[src/rtl/instr_stream_encoder_pkg.sv]
// Shared MIPS subset definitions: instruction-class enum, primary opcodes,
// R-type function codes and the loader session states. The opcode and funct
// constants are the same values the core's main decoder matches against.
package instr_stream_encoder_pkg;

  typedef enum logic [3:0] {
    OP_ADD  = 4'd0,
    OP_SUB  = 4'd1,
    OP_AND  = 4'd2,
    OP_OR   = 4'd3,
    OP_SLT  = 4'd4,
    OP_LW   = 4'd5,
    OP_SW   = 4'd6,
    OP_BEQ  = 4'd7,
    OP_ADDI = 4'd8,
    OP_J    = 4'd9
  } op_e;

  localparam logic [5:0] OPC_RTYPE = 6'b000000;
  localparam logic [5:0] OPC_LW    = 6'b100011;
  localparam logic [5:0] OPC_SW    = 6'b101011;
  localparam logic [5:0] OPC_BEQ   = 6'b000100;
  localparam logic [5:0] OPC_ADDI  = 6'b001000;
  localparam logic [5:0] OPC_J     = 6'b000010;

  localparam logic [5:0] FN_ADD = 6'b100000;
  localparam logic [5:0] FN_SUB = 6'b100010;
  localparam logic [5:0] FN_AND = 6'b100100;
  localparam logic [5:0] FN_OR  = 6'b100101;
  localparam logic [5:0] FN_SLT = 6'b101010;

  typedef enum logic [1:0] {
    ST_IDLE,
    ST_LOAD,
    ST_FULL
  } state_e;

  function automatic logic [31:0] r_word(input logic [4:0] rs, input logic [4:0] rt,
                                         input logic [4:0] rd, input logic [5:0] funct);
    return {OPC_RTYPE, rs, rt, rd, 5'd0, funct};
  endfunction

  function automatic logic [31:0] i_word(input logic [5:0] opc, input logic [4:0] rs,
                                         input logic [4:0] rt, input logic [15:0] imm);
    return {opc, rs, rt, imm};
  endfunction

endpackage

[src/rtl/instr_stream_encoder_word.sv]
// instr_word_encoder: purely combinational (class, fields) -> 32-bit word.
//   op              instruction class (op_e encoding)
//   rs, rt, rd      register fields (rd used by R-type only)
//   imm             immediate / branch offset (I-type)
//   target          jump target (J)
//   word            encoded instruction, 0 when the class is illegal
//   legal           class is part of the supported subset
module instr_word_encoder
  import instr_stream_encoder_pkg::*;
(
  input  logic [3:0]  op,
  input  logic [4:0]  rs,
  input  logic [4:0]  rt,
  input  logic [4:0]  rd,
  input  logic [15:0] imm,
  input  logic [25:0] target,
  output logic [31:0] word,
  output logic        legal
);

  always_comb begin
    word  = '0;
    legal = 1'b1;
    case (op)
      OP_ADD:  word = r_word(rs, rt, rd, FN_ADD);
      OP_SUB:  word = r_word(rs, rt, rd, FN_SUB);
      OP_AND:  word = r_word(rs, rt, rd, FN_AND);
      OP_OR:   word = r_word(rs, rt, rd, FN_OR);
      OP_SLT:  word = r_word(rs, rt, rd, FN_SLT);
      OP_LW:   word = i_word(OPC_LW, rs, rt, imm);
      OP_SW:   word = i_word(OPC_SW, rs, rt, imm);
      OP_BEQ:  word = i_word(OPC_BEQ, rs, rt, imm);
      OP_ADDI: word = i_word(OPC_ADDI, rs, rt, imm);
      OP_J:    word = {OPC_J, target};
      default: legal = 1'b0;
    endcase
  end

endmodule

[src/rtl/instr_stream_encoder.sv]
// instr_stream_encoder: program loader that encodes a stream of symbolic
// instructions and writes them sequentially into instruction memory.
//   clk, rst            clock, asynchronous active-high reset
//   start, finish       open/restart and close a load session
//   in_valid/in_ready   input beat handshake; in_op + fields describe the beat
//   imem_we/addr/wdata  one-cycle write strobe, byte address, encoded word
//   word_count          words written in the current session
//   busy, done          session open; one-cycle pulse when a session closes
//   err_illegal         sticky flag: an unsupported class was seen this session
module instr_stream_encoder
  import instr_stream_encoder_pkg::*;
#(
  parameter int unsigned ADDR_W    = 8,
  parameter logic [31:0] BASE_ADDR = 32'h0000_0000
) (
  input  logic              clk,
  input  logic              rst,
  input  logic              start,
  input  logic              finish,
  input  logic              in_valid,
  output logic              in_ready,
  input  logic [3:0]        in_op,
  input  logic [4:0]        in_rs,
  input  logic [4:0]        in_rt,
  input  logic [4:0]        in_rd,
  input  logic [15:0]       in_imm,
  input  logic [25:0]       in_target,
  output logic              imem_we,
  output logic [31:0]       imem_addr,
  output logic [31:0]       imem_wdata,
  output logic [ADDR_W:0]   word_count,
  output logic              busy,
  output logic              done,
  output logic              err_illegal
);

  localparam logic [ADDR_W:0] DEPTH_CNT = {1'b1, {ADDR_W{1'b0}}};
  localparam logic [ADDR_W:0] LAST_CNT  = {1'b0, {ADDR_W{1'b1}}};

  state_e      state_q, state_d;
  logic [31:0] next_addr;
  logic [31:0] enc_word;
  logic        enc_legal;
  logic        accept;
  logic        done_d;

  instr_word_encoder u_enc (
    .op     (in_op),
    .rs     (in_rs),
    .rt     (in_rt),
    .rd     (in_rd),
    .imm    (in_imm),
    .target (in_target),
    .word   (enc_word),
    .legal  (enc_legal)
  );

  // start blocks the beat so a restart never races a write into the old session
  assign in_ready = (state_q == ST_LOAD) && !start && (word_count < DEPTH_CNT);
  assign accept   = in_valid && in_ready;
  assign busy     = (state_q != ST_IDLE);

  always_ff @(posedge clk or posedge rst) begin
    if (rst) state_q <= ST_IDLE;
    else     state_q <= state_d;
  end

  always_comb begin
    state_d = state_q;
    done_d  = 1'b0;
    case (state_q)
      ST_IDLE: begin
        if (start) state_d = ST_LOAD;
      end
      ST_LOAD: begin
        if (start) begin
          state_d = ST_LOAD;
        end else if (finish) begin
          state_d = ST_IDLE;
          done_d  = 1'b1;
        end else if (accept && enc_legal && (word_count == LAST_CNT)) begin
          state_d = ST_FULL;
        end
      end
      ST_FULL: begin
        if (start) begin
          state_d = ST_LOAD;
        end else if (finish) begin
          state_d = ST_IDLE;
          done_d  = 1'b1;
        end
      end
      default: state_d = ST_IDLE;
    endcase
  end

  always_ff @(posedge clk or posedge rst) begin
    if (rst) begin
      imem_we     <= 1'b0;
      imem_addr   <= '0;
      imem_wdata  <= '0;
      word_count  <= '0;
      done        <= 1'b0;
      err_illegal <= 1'b0;
      next_addr   <= BASE_ADDR;
    end else begin
      imem_we <= 1'b0;
      done    <= done_d;
      if (start) begin
        next_addr   <= BASE_ADDR;
        word_count  <= '0;
        err_illegal <= 1'b0;
      end else if (accept) begin
        if (enc_legal) begin
          imem_we    <= 1'b1;
          imem_addr  <= next_addr;
          imem_wdata <= enc_word;
          next_addr  <= next_addr + 32'd4;
          word_count <= word_count + (ADDR_W+1)'(1);
        end else begin
          err_illegal <= 1'b1;
        end
      end
    end
  end

endmodule
[config.mk]
export PLATFORM = sky130hd
export DESIGN_NAME = instr_stream_encoder
export DESIGN_NICKNAME = d
export VERILOG_FILES = /design/src/rtl/instr_stream_encoder_pkg.sv /design/src/rtl/instr_stream_encoder_word.sv /design/src/rtl/instr_stream_encoder.sv
export SDC_FILE = /design/constraint.sdc
export NUM_CORES = 1
export LEC_CHECK = 0
export BUFFER_PORTS_ARGS = -buffer_cell sky130_fd_sc_hd__buf_2
export CELL_PAD_IN_SITES_DETAIL_PLACEMENT = 1
export CELL_PAD_IN_SITES_GLOBAL_PLACEMENT = 1
export CORE_ASPECT_RATIO = 1.5
export CORE_UTILIZATION = 41
export DETAILED_ROUTE_END_ITERATION = 10
export GPL_TIMING_DRIVEN = 0
export PLACE_DENSITY = 0.94
export SYNTH_ARGS = -nofsm -noshare
export SYNTH_HDL_FRONTEND = slang
export SYNTH_SLANG_ARGS = --single-unit
[constraint.sdc]
create_clock -name clk -period 8.4 [get_ports clk]
set_clock_uncertainty 0.2 [all_clocks]
set_input_delay 0.42 -clock clk [delete_from_list [all_inputs] [get_ports clk]]
set_output_delay 0.42 -clock clk [all_outputs]
set_load 0.03 [all_outputs]
# Word level (Yosys, flattened, before mapping)
# Index checks and enable logic that the tools add are counted.
dict set report classes {
  addsub 2
  magnitude_cmp 1
  eq_ne 16
  muxes 24
  n_bitwise 1
  reduce_logical 17
}
# op count
set op_table {}
lappend op_table {{32-bit one-hot mux with 10 select lines} 1}
lappend op_table {{32-bit 2-to-1 mux} 3}
lappend op_table {{32-bit by 3-bit adder with 32-bit output, second input constant} 1}
lappend op_table {{9-bit 2-to-1 mux} 3}
lappend op_table {{4-bit by 3-bit equality test with 1-bit output, second input constant} 4}
lappend op_table {{2-bit 2-to-1 mux} 6}
lappend op_table {{1-bit 2-to-1 mux} 10}
lappend op_table {{10-bit OR reduction} 1}
lappend op_table {{9-bit by 1-bit adder with 9-bit output, second input constant} 1}
lappend op_table {{9-bit by 8-bit equality test with 1-bit output, second input constant} 1}
lappend op_table {{9-bit less-than comparator, second input constant} 1}
lappend op_table {{4-bit by 2-bit equality test with 1-bit output, second input constant} 2}
lappend op_table {{4-bit equality test, second input constant} 2}
lappend op_table {{2-bit one-hot mux with 3 select lines} 1}
lappend op_table {{3-bit AND reduction} 2}
lappend op_table {{2-bit nonzero test} 3}
lappend op_table {{1-bit logical AND} 5}
lappend op_table {{4-bit by 1-bit equality test with 1-bit output, second input constant} 1}
lappend op_table {{4-bit zero test} 1}
lappend op_table {{2-bit inequality test, second input constant} 2}
lappend op_table {{4-bit by 3-bit inequality test with 1-bit output, second input constant} 1}
lappend op_table {{2-bit AND reduction} 2}
lappend op_table {{3-bit inequality test, second input constant} 1}
lappend op_table {{2-bit by 1-bit equality test with 1-bit output, second input constant} 1}
lappend op_table {{5 further kinds} 5}
dict set report totals {
  ff_bits 110
  out_inout_bits 78
  wordCells 69
}

# Longest topological paths before layout
# Gate-level depths: netlist (run 1).
dict set report logic_depth {
  ltp_word 10
  mapped_depth 9
}

# By module
# Synthesis (run 1) repeated with hierarchy kept, for this count alone.
dict set report unflattened {
  hier_cells 575
  area_unflattened_um2 5202.5
}
# module instances cells_per_inst area_per_inst_um2 seq_area_each_um2
set by_module_without_submodules {}
lappend by_module_without_submodules {instr_stream_encoder 1 500 4633.2 2652.5}
lappend by_module_without_submodules {instr_word_encoder 1 75 569.3 0.0}

# Worst setup path after synthesis (run 1)
# No wires, ideal clock.
dict set report synth_timing {
  path_kind {reg2reg}
  startpoint {register state_q[1]}
  endpoint {register next_addr[29]}
  setup_ns 0.078
  arrival_ns 2.128
  t_required_ns 8.122
  setup_slack_ns 5.994
  path_stages_with_launch 9
  path_buffers 1
  path_cell_list {dfrtp_1 inv_1 ha_1 nand4bb_4 nor4_4 nand3_2 buf_6 or4_1 a21oi_1}
}
dict set report synth_between {
  elab_chain_len 6
}
# element line
set synth_lines {}
lappend synth_lines {{start, declared} instr_stream_encoder.sv:40} ;# state_e state_q, state_d;
lappend synth_lines {{start signal, assigned} instr_stream_encoder.sv:65} ;# else state_q <= state_d;
lappend synth_lines {{2-bit by 1-bit equality test with 1-bit output} instr_stream_encoder.sv:59} ;# assign in_ready = (state_q == ST_LOAD) && !start && (word_count < DEPTH_CNT);
lappend synth_lines {{1-bit logical AND (2 in series)} instr_stream_encoder.sv:59}
lappend synth_lines {{1-bit logical AND} instr_stream_encoder.sv:60} ;# assign accept = in_valid && in_ready;
lappend synth_lines {{2-bit nonzero test (no line)} n/a}
lappend synth_lines {{2-bit AND reduction (no line)} n/a}
lappend synth_lines {{end signal, assigned} instr_stream_encoder.sv:118} ;# next_addr <= next_addr + 32'd4;
lappend synth_lines {{end, declared} instr_stream_encoder.sv:41} ;# logic [31:0] next_addr;
# Every way passes these cells.
# A chain may end at the register's enable or synchronous reset.

# Worst setup path in the final report (run 1)
dict set report layout_timing {
  startpoint {register state_q[1]}
  endpoint {register imem_addr[19]}
}
dict set report layout_between {
  elab_chain_len 5
}
# element line
set layout_lines {}
lappend layout_lines {{2-bit by 1-bit equality test with 1-bit output} instr_stream_encoder.sv:59}
lappend layout_lines {{1-bit logical AND (2 in series)} instr_stream_encoder.sv:59}
lappend layout_lines {{1-bit logical AND} instr_stream_encoder.sv:60}
lappend layout_lines {{3-bit AND reduction (no line)} n/a}
lappend layout_lines {{end signal, assigned} instr_stream_encoder.sv:116} ;# imem_addr <= next_addr;
lappend layout_lines {{end, declared} instr_stream_encoder.sv:29} ;# output logic [31:0] imem_addr,
# Every way passes these cells.

==> results_dict.tcl, run 1 <==
set metrics [dict create \
    status "completed" \
    cts_root_buffer "clkbuf_16" \
    pin_count 144 \
    postLayoutCellArea_sq_mm 0.006167 \
    crit_type "reg2reg" \
    synth_top_area_share_pct 53.12 \
    synthesis.area_sq_mm 0.004900 \
    max-vdd-ir-drop_mv 0.1106 \
    r2r_end "imem_addr[19]$_DFFE_PP0P_" \
    num_rows 48 \
    drtPass1Iterations 4 \
    synth_warnings 0 \
    critical_path.startpoint_type "flip-flop" \
    grt_first_pass_wirelength_um 26500 \
    die_h_um 135.9 \
    r2r_start "state_q[1]$_DFFE_PP0P_" \
    rsz0062_at_grt "no" \
    syn_area_per_cell_sq_um 9.124 \
    pre_cts_slack_ns 5.302 \
    drv_cap 0 \
    cp_max_fo 10 \
    drc 0 \
    gp_congestion 0.8597 \
    slowest_stage "clkbuf_1" \
    viasPerCell 5.612 \
    rrSetupSlack_ns 5.24 \
    dieWidth_um 91.26 \
    finalCritPeriodShare_pct 37.66 \
    whs_ns 0.1322 \
    syn2layout_area_growth_pct 25.87 \
    h-tree-depth 3 \
    hp-start "in_target[25]" \
    synth_edf_count 0 \
    grt_max_degree 70 \
    cpMostUsedCell "nand2_1" \
    power_density_mw_per_mm2 222.9 \
    arrival_ns 3.25 \
    cts.clk_slew.worst_paths_ns 0.07 \
    slowest_delay_ns 0.46 \
    grt_pass1_vias 5274 \
    postLayoutSetupSlackWorst_ns 5.237 \
    max_freq_mhz 316.1 \
    synthArstFlopShare_pct 100.0 \
    cts_tree "done" \
    fp.coreArea_sq_mm 0.01159 \
    yosysTopAreaCell "dfrtp_1" \
    hold_viol 0 \
    dieArea_sq_mm 0.01240 \
    route.final.wire_length_um 16470 \
    ff2ff_path_depth 9 \
    clockBufferDepth 2 \
    fin_tns_setup_ns 0 \
    setup_viol 0 \
    ys_top_cells_by_area "dfrtp_1 53%, nand2_1 10%, nor2_1 5.5%" \
    slew_headroom_pct 39.09 \
    wl_per_cell_um 19.46 \
    ys_ff_latch 104 \
    first_iter_violations 184 \
    grt-ovfl-total 0 \
    hold_end "imem_wdata[25]$_DFFE_PP0P_" \
    end_kind "flip-flop" \
    postSynthCellCount 537 \
    period_needed_ns 3.163 \
    seq_area_frac_synth_pct 53.12 \
    hp-class "in2reg" \
    cts_sinks 104 \
    layout.nets 764 \
    critical_path_buf_inv_count 4 \
    hold_depth 3 \
    io_buffers 139 \
    antennaDiodeCount 0 \
    ant_nets 0 \
    crit_family "buffers and inverters" \
    cp.required_ns 8.49 \
    placed_cell_area_sq_mm 0.005821 \
    p_leak_nw 3.050 \
    via_count 4748 \
    worstMarginPinSlew_ns 0.9053 \
    antenna_found_initial 0 \
    hpwl_um 11780 \
    drive_gt1_share_pct 23.99 \
    maxSlewViolCount 0 \
    start_util_pct 42.27 \
    ys.flop_type "dfrtp_1" \
    synth_cell_types 48 \
    cts_made_buffers 9 \
    clk_latency_ns 0.35 \
    grt_usage_pct 27.45 \
    p_total_mw 1.375 \
    ctsResizeCount 0 \
    crit_chain "inv_1 -> ha_1 -> and4bb_2 -> nand2_1 -> clkinv_1 -> clkbuf_1 -> buf_1 -> nand2_1 -> nand2_1" \
]
report_power, final:
part / switching, mW / leakage (nW) / internal, mW / total (mW)
Combinational: 0.222 / 1.50 / 0.0898 / 0.311
Clock: 0.187 / 0.162 / 0.290 / 0.477
Sequential: 0.0344 / 1.38 / 0.552 / 0.586
worst register-to-register path: cells and delay by family (launching register included):
family / cells / cell delay, ns
AND/OR/NAND/NOR: 4 / 0.88
buffers and inverters: 4 / 1.30
flip-flops: 1 / 0.41
adder cells (fa/ha/maj): 1 / 0.31
timing repair:
item	in CTS	in global routing
endpoints found under the hold margin	35	0
buffers inserted	0	0
hold buffers	1	0
how the worst max path moves through the flow:
stage,from,end,slack (ns),cells past startpoint
2_1_floorplan,rst,done$_DFF_PP0_,5.05,1
3_3_place_gp,rst,imem_wdata[8]$_DFFE_PP0P_,3.94,2
3_5_place_dp,state_q[1]$_DFFE_PP0P_,imem_addr[16]$_DFFE_PP0P_,5.30,9
4_1_cts,state_q[1]$_DFFE_PP0P_,imem_addr[19]$_DFFE_PP0P_,5.23,9
5_1_grt,state_q[1]$_DFFE_PP0P_,imem_addr[19]$_DFFE_PP0P_,5.05,9
6_report,state_q[1]$_DFFE_PP0P_,imem_addr[19]$_DFFE_PP0P_,5.24,9
layer usage:
metal  part of all wire, %  wire (um)  GRT usage [%]  up-vias
li1                      -          -              -     2141
met1                    37       6036          29.49     2385
met5                     0          0              0        -
met3                   4.2        698          4.474       45
met2                    56       9150          52.19      177
met4                   3.5        581          12.70        0
flip-flops by register name, indices dropped and copies added, names as in the netlist:
register / flops
done: 1
err_illegal: 1
imem_addr: 30
imem_wdata: 30
imem_we: 1
next_addr: 30
state_q: 2
word_count: 9
cell type report:
type                    instances  area, sq um
plain buffers                  30        135.1
flip-flops and latches        104         2603
multi-input cells             390         2113
fillers                      1406         5424
clock buffers                  10        229.0
repair buffers                141        733.2
well taps                     150        187.7
clock inverters                 6        107.6
inverters                      15        58.81
layout by cell type (no fill, tap or decap), types with 4 or more instances in the layout:
master       n
a21oi_1     18
a221oi_1    18
a222oi_1     5
and3_1       5
buf_2      139
buf_4        4
clkbuf_1    24
clkbuf_16    9
dfrtp_1    104
ha_1         7
inv_1       13
mux2i_1      4
nand2_1    130
nand3_1     17
nand4_1      7
nor2_1      72
nor3_1       9
nor4_1       4
o21ai_0     24
or3_1        5
or4_1        4
xnor2_1     13
xor2_1      12
Yosys cell counts (2+ instances only):
master    count
xnor2_1      13
or4_1         4
nand3_1      17
xor2_1       12
o22ai_1       2
a222oi_1      5
nand4_1       7
or2_2         2
clkbuf_1     23
buf_4         4
or3_1         5
nand2_1     130
a221oi_1     18
ha_1          7
nor2b_1       2
o32a_1        2
o32ai_1       2
o31ai_1       3
and3_1        5
nor3_1        9
nor2_1       72
and2_1        2
mux2i_1       4
a21oi_1      18
o21ai_0      24
o21a_1        2
nor4_1        4
nand2b_1      2
inv_1        14
dfrtp_1     104
buf_1         2
cells by family after synthesis:
logic type	count (synthesis)	synth area share (%)
AOI/OAI and AO/OA	86	11.93
xor gates and xnor gates	25	4.469
adders and majority gates	7	1.787
buffers and inverters	45	3.907
DFF	104	53.12
muxes	4	0.8172
other	1	0.07654
and+or+nand+nor	265	23.90
per-stage QoR:
step	std cells	utilization [%]
3_3_place_gp	828	49.96
4_1_cts	846	53.21
3_5_place_dp	829	50.22
2_1_floorplan	539	-
6_report	846	53.21
5_1_grt	846	53.21
No activity file was read; power rests on OpenSTA's default activity.
==> run 2: changes to the inputs <==
--- a/config.mk
+++ b/config.mk
@@ -9,10 +9,10 @@
 export CELL_PAD_IN_SITES_DETAIL_PLACEMENT = 1
 export CELL_PAD_IN_SITES_GLOBAL_PLACEMENT = 1
 export CORE_ASPECT_RATIO = 1.5
-export CORE_UTILIZATION = 41
+export CORE_UTILIZATION = 38
 export DETAILED_ROUTE_END_ITERATION = 10
 export GPL_TIMING_DRIVEN = 0
-export PLACE_DENSITY = 0.94
+export PLACE_DENSITY = 0.88
 export SYNTH_ARGS = -nofsm -noshare
 export SYNTH_HDL_FRONTEND = slang
 export SYNTH_SLANG_ARGS = --single-unit
==> constraint.sdc (replaced) <==
create_clock -name clk -period 3.27 [get_ports clk]
set_clock_uncertainty 0.2 [all_clocks]
set_input_delay 0.1635 -clock clk [delete_from_list [all_inputs] [get_ports clk]]
set_output_delay 0.1635 -clock clk [all_outputs]
set_load 0.03 [all_outputs]
==> run 2 against run 1 <==
Against the previous run: setup slack worse by 5.1 ns; die area rose by 7.7%; largest cell class unchanged; count of clock-buffer cells in the layout up 2; maximum frequency is 0.75% higher; via count is 6.2% higher; first-iteration DRC count grew 56%; flip-flop and latch count did not move; clock power is 130% higher; critical path depth is 1 lower; hold slack lost 0.096 ns; cell count grew 6.3%.
==> results_dict.tcl, run 2 (synthesis gave the netlist of run 1 again) <==
set metrics [dict create \
    critical_path.startpoint_type "flip-flop" \
    postLayoutSetupSlackWorst_ns 0.1306 \
    slowest_stage "dlygate4sd3_1" \
    gp_congestion 0.8491 \
    via_count 5044 \
    grt_first_pass_wirelength_um 29210 \
    worstMarginPinSlew_ns 0.9745 \
    end_kind "flip-flop" \
    p_leak_nw 3.256 \
    cts_tree "done" \
    fp.coreArea_sq_mm 0.01251 \
    crit_chain "inv_1 -> ha_1 -> and4bb_2 -> nand2_1 -> clkbuf_2 -> a221oi_1 -> dlygate4sd3_1 -> nor2_1" \
    setup_viol 0 \
    maxSlewViolCount 0 \
    grt_max_degree 57 \
    max_freq_mhz 318.5 \
    first_iter_violations 287 \
    final_core_util_pct 52.71 \
    nFillCells 1518 \
    grt_usage_pct 29.13 \
    layout.cells.non_filler 899 \
    grt_pass1_vias 5575 \
    grt-ovfl-total 0 \
    cts_root_buffer "clkbuf_16" \
    max-vdd-ir-drop_mv 0.2968 \
    final_common_cell "buf_2" \
    cp.required_ns 3.31 \
    start_util_pct 39.16 \
    cts_made_buffers 9 \
    pin_count 144 \
    final_cell_mix "139 x buf_2, 130 x nand2_1, 104 x dfrtp_1, 72 x nor2_1, 47 x dlygate4sd3_1" \
    critical_path_buf_inv_count 3 \
    period_needed_ns 3.139 \
    h-tree-depth 3 \
    fin_tns_setup_ns 0 \
    cp_max_fo 10 \
    num_rows 50 \
    status "completed" \
    crit_type "reg2reg" \
    hp-class "in2reg" \
    clockBufferDepth 2 \
    cts.clk_slew.worst_paths_ns 0.08 \
    layout.nets 810 \
    largestRegisters "imem_addr x30, imem_wdata x30, next_addr x30" \
    hold_viol 0 \
    wl_per_cell_um 20.88 \
    cts_sinks 104 \
    slowest_delay_ns 0.62 \
    dp.cells 835 \
    arrival_ns 3.18 \
    syn2layout_area_growth_pct 34.60 \
    slew_headroom_pct 34.44 \
    finalCritPeriodShare_pct 96.01 \
    viasPerCell 5.611 \
    crit_family "buffers and inverters" \
    drtPass1Iterations 5 \
    clk_latency_ns 0.35 \
    drc 0 \
    cts_setup_buffers 0 \
    drive_gt1_share_pct 22.91 \
    antenna_found_initial 1 \
    pre_cts_slack_ns 0.2905 \
    whs_ns 0.03631 \
    dieArea_sq_mm 0.01336 \
    hpwl_um 11820 \
    drv_cap 0 \
    die_h_um 141.1 \
    route.final.wire_length_um 18770 \
    io_buffers 139 \
    dieWidth_um 94.72 \
    rsz0062_at_grt "no" \
    ant_nets 0 \
    power_density_mw_per_mm2 525.9 \
]
==> run 2: cell types whose count changed in the layout (fill, tap and decap cells not counted), sizes merged <==
| cell | before | now |
|---|---|---|
| bufinv | 3 | 0 |
| clkbuf | 33 | 35 |
| clkinvlp | 1 | 2 |
| diode | 0 | 1 |
| dlygate4sd3 | 1 | 47 |
==> run 2: final cells by class <==
cell class	instances	area, sq um	area share (%)
clock buffer	12	256.5	3.889
inverter	15	58.81	0.8917
multi-input combinational	390	2120	32.14
sequential	104	2603	39.46
timing repair buffer	187	1194	18.10
antenna	1	2.502	0.03794
clock inverter	4	28.78	0.4363
buffer	30	137.6	2.087
tap	156	195.2	2.960
==> run 2: stage by stage <==
| step | power, mW | cell area, sq um |
|---|---|---|
| 3_5_place_dp | 2.312 | 5828 |
| 4_1_cts | 3.408 | 6584 |
| 5_1_grt | 3.586 | 6595 |
| 2_1_floorplan | 2.021 | 4907 |
| 3_3_place_gp | 2.269 | 5798 |
| 6_report | 3.468 | 6595 |
==> run 2: path summary, 6_finish.rpt <==
path                                               start                          to  slack [ns]  depth (start not counted)
worst max-delay path              state_q[1]$_DFFE_PP0P_  imem_wdata[22]$_DFFE_PP0P_        0.13                          8
worst min-delay path                           in_imm[1]   imem_wdata[1]$_DFFE_PP0P_        0.04                          3
worst max register to register    state_q[1]$_DFFE_PP0P_  imem_wdata[22]$_DFFE_PP0P_        0.13                          8
worst min register to register  imem_addr[7]$_DFFE_PP0P_    imem_addr[7]$_DFFE_PP0P_        0.28                          2
max in group asynchronous                            rst   imem_wdata[2]$_DFFE_PP0P_        1.87                          4
min in group asynchronous                            rst           imem_we$_DFF_PP0_        0.29                          3
==> run 2: per-layer routing <==
layer / track usage (%) / share of wire [%] / vias up
met3: 5.070 / 4.6 / 74
met4: 17.22 / 5.1 / 0
met2: 54.11 / 56 / 188
met5: 0 / 0 / -
met1: 29.45 / 35 / 2556
li1: - / - / 2226
==> run 2: worst reg2reg max path: stages, from the launching register on <==
cell	delay, ns
dfrtp_1	0.42
inv_1	0.14
ha_1	0.31
and4bb_2	0.37
nand2_1	0.28
clkbuf_2	0.30
a221oi_1	0.33
dlygate4sd3_1	0.62
nor2_1	0.06
==> run 2: what timing repair did <==
item	in CTS	in global routing
setup endpoints to repair	0	5
hold buffers	47	0
hold endpoints to repair	80	0
resized for setup	0	5
==> run 2: power breakdown <==
group          total [mW]  leakage [nW]  internal (mW)  switching [mW]
Combinational       0.872          1.74          0.268           0.603
Clock                1.08         0.135          0.560           0.517
Sequential           1.52          1.38           1.42           0.103
==> run 3: changes to the inputs <==
--- a/config.mk
+++ b/config.mk
@@ -9,10 +9,10 @@
 export CELL_PAD_IN_SITES_DETAIL_PLACEMENT = 1
 export CELL_PAD_IN_SITES_GLOBAL_PLACEMENT = 1
 export CORE_ASPECT_RATIO = 1.5
-export CORE_UTILIZATION = 38
+export CORE_UTILIZATION = 41
 export DETAILED_ROUTE_END_ITERATION = 10
 export GPL_TIMING_DRIVEN = 0
-export PLACE_DENSITY = 0.88
+export PLACE_DENSITY = 0.94
 export SYNTH_ARGS = -nofsm -noshare
 export SYNTH_HDL_FRONTEND = slang
 export SYNTH_SLANG_ARGS = --single-unit
==> constraint.sdc (replaced) <==
create_clock -name clk -period 4 [get_ports clk]
set_clock_uncertainty 0.2 [all_clocks]
set_input_delay 0.2 -clock clk [delete_from_list [all_inputs] [get_ports clk]]
set_output_delay 0.2 -clock clk [all_outputs]
set_load 0.03 [all_outputs]
==> run 3 against run 2 <==
Against the previous run: via count rose by 6.0%; cell count down 1.3%; sequential power is 17% lower; critical path depth did not move; combinational power is 15% lower; power fell by 12%; sequential share of layout area up 0.20 points; critical endpoint is now imem_wdata[23]$_DFFE_PP0P_; clock power about the same; maximum frequency down 5.7%; setup slack gained 0.54 ns; non-clock buffer count down 7.
==> results_dict.tcl, run 3 (synthesis gave the netlist of run 1 again) <==
set metrics [dict create \
    grt-ovfl-total 0 \
    arrival_ns 3.38 \
    p_leak_nw 3.250 \
    rsz0062_at_grt "no" \
    drc 0 \
    clk_latency_ns 0.36 \
    final_common_cell "buf_2" \
    cts_sinks 104 \
    grt_max_degree 70 \
    hold_viol 0 \
    fin_tns_setup_ns 0 \
    pin_count 144 \
    cts_setup_buffers 0 \
    period_needed_ns 3.328 \
    layout.nets 803 \
    status "completed" \
    finalCritPeriodShare_pct 83.21 \
    wl_per_cell_um 24.63 \
    ff_latch_area_sq_mm 0.002603 \
    max_freq_mhz 300.5 \
    hpwl_um 11780 \
    ctsResizeCount 0 \
    critical_path.startpoint_type "flip-flop" \
    viasPerCell 6.028 \
    via_count 5347 \
    antenna_found_initial 3 \
    slew_headroom_pct 38.30 \
    hp-class "in2reg" \
    fp.coreArea_sq_mm 0.01159 \
    grt_pass1_vias 5958 \
    syn2layout_area_growth_pct 33.94 \
    max-vdd-ir-drop_mv 0.2105 \
    cp.depth 8 \
    first_iter_violations 321 \
    h-tree-depth 3 \
    critical_path_buf_inv_count 3 \
    cp_max_fo 10 \
    p_total_mw 3.056 \
    end_kind "flip-flop" \
    die_h_um 135.9 \
    cp.required_ns 4.06 \
    largestRegisters "imem_addr x30, imem_wdata x30, next_addr x30" \
    cts.clk_slew.worst_paths_ns 0.09 \
    drive_gt1_share_pct 22.72 \
    multi_input_comb_area_sq_mm 0.002113 \
    postLayoutSetupSlackWorst_ns 0.6718 \
    slowest_delay_ns 0.64 \
    ff2ff_path_depth 8 \
    num_rows 48 \
    final_cell_mix "139 x buf_2, 130 x nand2_1, 104 x dfrtp_1, 72 x nor2_1, 40 x dlygate4sd3_1" \
    maxSlewViolCount 0 \
    cts_root_buffer "clkbuf_16" \
    io_buffers 139 \
    worstMarginPinSlew_ns 0.9194 \
    grt_usage_pct 36.08 \
    whs_ns 0.004946 \
    clockBufferDepth 2 \
    start_util_pct 42.27 \
    power_density_mw_per_mm2 465.7 \
    dp.cells 829 \
    hold_depth 3 \
    crit_type "reg2reg" \
    grt_first_pass_wirelength_um 33490 \
    setup_viol 0 \
    nFillCells 1375 \
    crit_chain "inv_1 -> ha_1 -> and4bb_2 -> nand2_1 -> clkbuf_1 -> a221oi_1 -> dlygate4sd3_1 -> nor2_1" \
    ant_nets 0 \
    slowest_stage "dlygate4sd3_1" \
    ctsHoldBuffers 40 \
    cts_made_buffers 9 \
    crit_family "buffers and inverters" \
    cts_tree "done" \
    layout.cells.non_filler 887 \
    route.final.wire_length_um 21850 \
    pre_cts_slack_ns 0.9021 \
    dieWidth_um 91.26 \
    dieArea_sq_mm 0.01240 \
    drv_cap 0 \
    gp_congestion 0.8597 \
    drtPass1Iterations 7 \
]
[run 3: cell types whose count changed in the layout (fill, tap and decap cells not counted), moves of 2 or more]
cell           before  now
clkbuf_8            2    0
dlygate4sd3_1      47   40
clkbuf_2            2    0
bufinv_16           0    3
clkbuf_1           22   24
[run 3: per-layer routing]
| metal | wire (um) | vias to the layer above | track usage (%) |
|---|---|---|---|
| li1 | - | 2217 | - |
| met1 | 7233 | 2620 | 36.75 |
| met2 | 11100 | 360 | 62.92 |
| met3 | 1519 | 148 | 8.110 |
| met4 | 1986 | 2 | 29.98 |
| met5 | 13 | - | 0 |
[run 3: metrics by stage]
step / utilization (%) / cell area, sq um
CTS: 56.57 / 6558
floorplan: - / 4907
global placement: 49.96 / 5791
finish: 56.62 / 6563
global route: 56.60 / 6560
detailed placement: 50.22 / 5821
[run 3: report_power, final]
part	total (mW)	internal, mW	switching [mW]	leakage, nW
clock network	1.05	0.612	0.442	0.162
registers	1.26	1.16	0.0998	1.38
logic	0.745	0.213	0.532	1.70
total	3.06	1.98	1.07	3.25
[run 3: worst paths after layout]
check,from,to,slack (ns)
hold / removal,in_rd[3],imem_wdata[14]$_DFFE_PP0P_,0.005
max in group asynchronous,rst,imem_addr[14]$_DFFE_PP0P_,2.63
setup reg to reg,state_q[1]$_DFFE_PP0P_,imem_wdata[23]$_DFFE_PP0P_,0.67
hold reg to reg,imem_addr[12]$_DFFE_PP0P_,imem_addr[12]$_DFFE_PP0P_,0.28
min in group asynchronous,rst,next_addr[22]$_DFFE_PP0P_,0.23
setup / recovery,state_q[1]$_DFFE_PP0P_,imem_wdata[23]$_DFFE_PP0P_,0.67
[run 3: tightest hold or removal path, delay by kind of cell]
kind                   cells  cell delay [ns]
AO/OA/AOI/OAI              2             0.24
buffers and inverters      1             0.09
[run 3: cell type report]
cell class | instances | share of cell area, %
antenna | 2 | 0.07626
buffer | 30 | 2.059
clock buffer | 10 | 3.489
clock inverter | 6 | 1.640
inverter | 15 | 0.8961
multi-input combinational | 390 | 32.20
sequential | 104 | 39.66
tap | 150 | 2.860
timing repair buffer | 180 | 17.12
